**config.mk**
```make
export PLATFORM = sky130hd
export DESIGN_NAME = ser2par8
export DESIGN_NICKNAME = d
export VERILOG_FILES = /design/src/rtl/ser2par8_pkg.sv /design/src/rtl/bit_cnt.sv /design/src/rtl/ser2par8.sv
export SDC_FILE = /design/constraint.sdc
export NUM_CORES = 1
export LEC_CHECK = 0
export ABC_AREA = 1
export CAP_MARGIN = 20
export CELL_PAD_IN_SITES_DETAIL_PLACEMENT = 1
export CELL_PAD_IN_SITES_GLOBAL_PLACEMENT = 1
export CORE_MARGIN = 8
export CORE_UTILIZATION = 43
export DETAILED_ROUTE_END_ITERATION = 8
export PLACE_DENSITY_LB_ADDON = 0.1
export SYNTH_ARGS = -nofsm -noshare
export SYNTH_HDL_FRONTEND = slang
export SYNTH_SLANG_ARGS = --single-unit
```
**constraint.sdc**
```tcl
create_clock -name clk -period 3.5 [get_ports clk]
set_clock_uncertainty 0.15 [all_clocks]
set_input_delay 0.525 -clock clk [delete_from_list [all_inputs] [get_ports clk]]
set_output_delay 0.525 -clock clk [all_outputs]
set_load 0.05 [all_outputs]
```
**src/rtl/ser2par8_pkg.sv**
```systemverilog
`default_nettype none
// ============================================================================
//  Module      : ser2par8_pkg
//  Description : Shared state encodings, parameter defaults and helpers for
//                the ser2par8 serial-to-parallel word assembler.
//  Revision    : 1.0 - initial release
// ============================================================================
package ser2par8_pkg;

  localparam int WIDTH_DEFAULT     = 8;
  localparam int MSB_FIRST_DEFAULT = 1;

  typedef enum logic [1:0] {
    ST_IDLE  = 2'b00,
    ST_SHIFT = 2'b01,
    ST_DONE  = 2'b10
  } state_t;

  // Counter must be able to hold the value WIDTH itself.
  function automatic int cnt_width(input int w);
    return $clog2(w + 1);
  endfunction

endpackage
`default_nettype wire

```
**src/rtl/bit_cnt.sv**
```systemverilog
`default_nettype none
// ============================================================================
//  Module      : bit_cnt
//  Description : Received-bit counter with synchronous clear, enable and a
//                terminal-count flag that marks the final bit of a word.
//  Revision    : 1.0 - initial release
// ============================================================================
module bit_cnt #(
  parameter int WIDTH = 8,
  parameter int CW    = $clog2(WIDTH + 1)
) (
  input  logic clk,
  input  logic clr,
  input  logic clear,
  input  logic en,
  output logic tc
);

  logic [CW-1:0] cnt_q;
  logic [CW-1:0] cnt_d;

  // Next count: clear wins, otherwise count up and saturate at WIDTH.
  always_comb begin
    cnt_d = cnt_q;
    if (clear) begin
      cnt_d = '0;
    end else if (en && (cnt_q != CW'(WIDTH))) begin
      cnt_d = cnt_q + CW'(1);
    end
  end

  // Count register, asynchronously cleared.
  always_ff @(posedge clk or negedge clr) begin
    if (!clr) begin
      cnt_q <= '0;
    end else begin
      cnt_q <= cnt_d;
    end
  end

  // The next enabled edge carries the last bit of the word.
  assign tc = (cnt_q == CW'(WIDTH - 1));

endmodule
`default_nettype wire

```
**src/rtl/ser2par8.sv**
```systemverilog
`default_nettype none
// ============================================================================
//  Module      : ser2par8
//  Description : Serial-to-parallel word assembler. A start request opens a
//                WIDTH-bit shift window; the finished word is presented on
//                data_out with Oen held until the consumer acknowledges.
//  Revision    : 1.0 - initial release
// ============================================================================
module ser2par8
  import ser2par8_pkg::*;
#(
  parameter int WIDTH     = WIDTH_DEFAULT,
  parameter int MSB_FIRST = MSB_FIRST_DEFAULT
) (
  input  logic             clk,
  input  logic             clr,
  input  logic             ser_in,
  input  logic             start,
  input  logic             abort,
  input  logic             ack,
  output logic [WIDTH-1:0] data_out,
  output logic             Oen,
  output logic             busy
);

  localparam int CW = cnt_width(WIDTH);

  state_t           state_q, state_d;
  logic [WIDTH-1:0] sreg_q,  sreg_d;
  logic [WIDTH-1:0] data_q,  data_d;
  logic             oen_q,   oen_d;
  logic             busy_q,  busy_d;
  logic [WIDTH-1:0] shift_nxt;
  logic             cnt_clear;
  logic             cnt_en;
  logic             last_bit;

  // Bit order: first-received bit ends up at the MSB or at the LSB.
  if (MSB_FIRST != 0) begin : g_msb_first
    assign shift_nxt = {sreg_q[WIDTH-2:0], ser_in};
  end else begin : g_lsb_first
    assign shift_nxt = {ser_in, sreg_q[WIDTH-1:1]};
  end

  bit_cnt #(
    .WIDTH (WIDTH),
    .CW    (CW)
  ) u_bit_cnt (
    .clk   (clk),
    .clr   (clr),
    .clear (cnt_clear),
    .en    (cnt_en),
    .tc    (last_bit)
  );

  // Next-state and datapath decisions; abort outranks the final-bit load.
  always_comb begin
    state_d   = state_q;
    sreg_d    = sreg_q;
    data_d    = data_q;
    oen_d     = oen_q;
    busy_d    = busy_q;
    cnt_clear = 1'b0;
    cnt_en    = 1'b0;
    case (state_q)
      ST_IDLE: begin
        if (start) begin
          state_d   = ST_SHIFT;
          busy_d    = 1'b1;
          cnt_clear = 1'b1;
          sreg_d    = '0;
        end
      end
      ST_SHIFT: begin
        if (abort) begin
          state_d   = ST_IDLE;
          busy_d    = 1'b0;
          cnt_clear = 1'b1;
          sreg_d    = '0;
        end else begin
          cnt_en = 1'b1;
          sreg_d = shift_nxt;
          if (last_bit) begin
            data_d  = shift_nxt;
            state_d = ST_DONE;
            oen_d   = 1'b1;
            busy_d  = 1'b0;
          end
        end
      end
      ST_DONE: begin
        if (ack) begin
          oen_d     = 1'b0;
          cnt_clear = 1'b1;
          if (start) begin
            state_d = ST_SHIFT;
            busy_d  = 1'b1;
            sreg_d  = '0;
          end else begin
            state_d = ST_IDLE;
          end
        end
      end
      default: begin
        state_d   = ST_IDLE;
        oen_d     = 1'b0;
        busy_d    = 1'b0;
        cnt_clear = 1'b1;
      end
    endcase
  end

  // State and datapath registers, asynchronously cleared.
  always_ff @(posedge clk or negedge clr) begin
    if (!clr) begin
      state_q <= ST_IDLE;
      sreg_q  <= '0;
      data_q  <= '0;
      oen_q   <= 1'b0;
      busy_q  <= 1'b0;
    end else begin
      state_q <= state_d;
      sreg_q  <= sreg_d;
      data_q  <= data_d;
      oen_q   <= oen_d;
      busy_q  <= busy_d;
    end
  end

  assign data_out = data_q;
  assign Oen      = oen_q;
  assign busy     = busy_q;

endmodule
`default_nettype wire

```
==> impl_results.md <==
- Run status: finished, final reports clean
- Htree depth: 1
- First-pass DRT Iterations: 5
- Drt drc: 0
- Placer Congestion: 0.782
- Synth top area cells: dfrtp_1 52%, nand2_1 11%, o21ai_2 5.5%
- Largest net degree at the start of global routing: 24
- Design Power: 0.508 mW
- WP data arrival: 1520 ps
- Setup TNS: 0 ps
- DIE WIDTH: 66.8 µm
- Critical Path End Type: output port
- Hold Crit Class: input port to asynchronous set/reset pin
- Crit start category: flop
- Synthesized area per cell: 9.11 µm²
- Setup violations, final: 0
- Post-synthesis cell area: 1110 µm²
- CTS Buf Count: 3
- Grt ovf: 0
- Post-CTS Resized: 0
- Initial antenna violation count: 0
- Worst Path Max Fanout: 2
- Pwr dens: 378 nW/µm²
- Vias in the first global route: 928
- Ports: 16
- CTS Hold Bufs: 0
- Area leader, netlist: dfrtp_1
- Clock sinks: 23
- Syn_nets: 130
- Fmax: 0.456 GHz
- Buf+Inv Stages, Crit Path: 1
- Overall via count from detail_route: 877
- Starting density of the core: 45.3%
- Vias/cell: 5.13
- Bufs on Longest Clock Path: 2
- Final Util: 54.7%
- Core area: 2450 µm²
- Sequential area share after synthesis: 51.8%
- Latest clock arrival within the worst-skew pair: 310 ps
- Share of flip-flops with an asynchronous set or reset: 100%
- Final Instance Count excl. Fillers: 171
- Final #Nets: 150
- Placed Cells: 166
- CTS tree: yes
- Rows: 18
- Remaining antenna violation count after routing: 0
- Layout cells sized above 1: 18.4%
- Final Hold Viols: 0
- Worst Max-Slew Pin Slew: 506 ps
- Worst EP required: 2820 ps
- Post-synth top area share: 51.8%
- Hpwl dp: 1.84 mm
- Crit path time final: 2190 ps
- Footprint of the multi-input gates: 460 µm²
- Die Span Y: 66.8 µm
- Peak VDD IR: 0.231 mV
- Die Footprint: 4470 µm²
- Syn Inst Count: 122
- Ys flop type: dfrtp_1
- Crit-path cells: clkdlybuf4s50_1
- Seq. cell area: 576 µm²
- Leak: 0.666 nW
- Area delta synth->final: 20.8%
- Detailed Route Iter0 Violations: 23
- Layout fillers: 297
- Synth cell count leaders: 34 x nand2_1, 23 x dfrtp_1, 13 x inv_1, 11 x nand3_1, 9 x o21ai_0
- Max-cap violation count: 0
- WL/cell: 13.9 µm
- Reg clk slew, reported paths: 130 ps
- CP delay by family, top: buffers and inverters
- Number of synthesized flops with an enable pin: 0
- RSZ-0062 raised after global routing: false
- First-pass GRT wire length: 4.28 mm
- Cell with the most instances after synthesis: nand2_1
- Period utilization: 62.6%
- Root Driver: clkbuf_4
- N_diodes: 0
- Pins Over Slew Limit: 0
- Synthesis-stage register bit count: 23
- Setup Crit Path Kind: flop to output port
- Yosys warnings: 0
- GR Util All Layers: 12.2%
- Max_slew headroom: 66.2%
- Post-CTS Setup Bufs: 0
- Synth cell types: 24
- WL final: 2.37 mm
- # port buffers: 15
- CP peak stage delay: 810 ps
- Slowest CP cell: clkdlybuf4s50_1
[through the flow]
step / worst slack, ps / instance area, µm² / hold WS [ps]
6_report: 1310 / 1340 / 269
5_1_grt: 1240 / 1340 / 256
4_1_cts: 1290 / 1320 / 348
3_5_place_dp: 1570 / 1290 / 318
3_3_place_gp: 1590 / 1290 / 305
2_1_floorplan: 2120 / 1110 / 79.4
[final timing paths]
kind | startpoint | endpoint | slack (ps) | cells after the start
worst min register to register | data_out[7]$_DFFE_PN0P_ | data_out[7]$_DFFE_PN0P_ | 340 | 2
min in group clk | data_out[7]$_DFFE_PN0P_ | data_out[7]$_DFFE_PN0P_ | 340 | 2
worst max-delay path | data_out[4]$_DFFE_PN0P_ | data_out[4] | 1310 | 1
worst max register to register | u_bit_cnt.cnt_q[0]$_DFFE_PN0P_ | data_out[6]$_DFFE_PN0P_ | 1950 | 6
max in group asynchronous | clr | data_out[0]$_DFFE_PN0P_ | 2570 | 2
worst min-delay path | clr | state_q[0]$_DFFE_PN0P_ | 270 | 1
[sequential cells by signal, summed over array words and instances, names as in the netlist]
name,count
Oen,1
busy,1
data_out,8
sreg_q,7
state_q,2
u_bit_cnt.cnt_q,4
[where the power goes]
part	switching [mW]	total, mW	internal, mW
logic	0.0564	0.0897	0.0333
registers	0.0148	0.293	0.278
clock network	0.0822	0.125	0.0427
total	0.153	0.508	0.354
[layout make-up]
class	instances	area share [%]
well taps	30	2.80
clock buffers	3	1.68
multi-input cells	81	34.3
repair buffers	16	13.2
inverters	17	4.75
clock inverters	1	0.373
flip-flops and latches	23	42.9
[logic make-up after synthesis]
| logic type | after synthesis | share of synthesized area, % |
|---|---|---|
| DFF | 23 | 51.8 |
| adders and majority gates | 2 | 2.25 |
| buffers and inverters | 18 | 6.76 |
| AOI/OAI and AO/OA | 20 | 11.8 |
| and+or+nand+nor | 59 | 27.4 |
[layer usage]
metal | GRT usage (%) | wire length [µm]
met2 | 22.2 | 1280
met3 | 3.02 | 123
met1 | 13.7 | 970
met5 | 0 | 0
met4 | 3.20 | 0
[cell usage in the layout, fill, tap and decap left out, drive strengths merged]
cell type,n
a21boi,1
a21oi,1
buf,1
clkbuf,3
clkdlybuf4s50,15
clkinv,1
dfrtp,23
ha,2
inv,17
nand2,38
nand3,12
nand3b,2
nand4,1
nor2,5
o211ai,1
o21ai,17
or2,1
No activity file was read; power rests on OpenSTA's default activity.
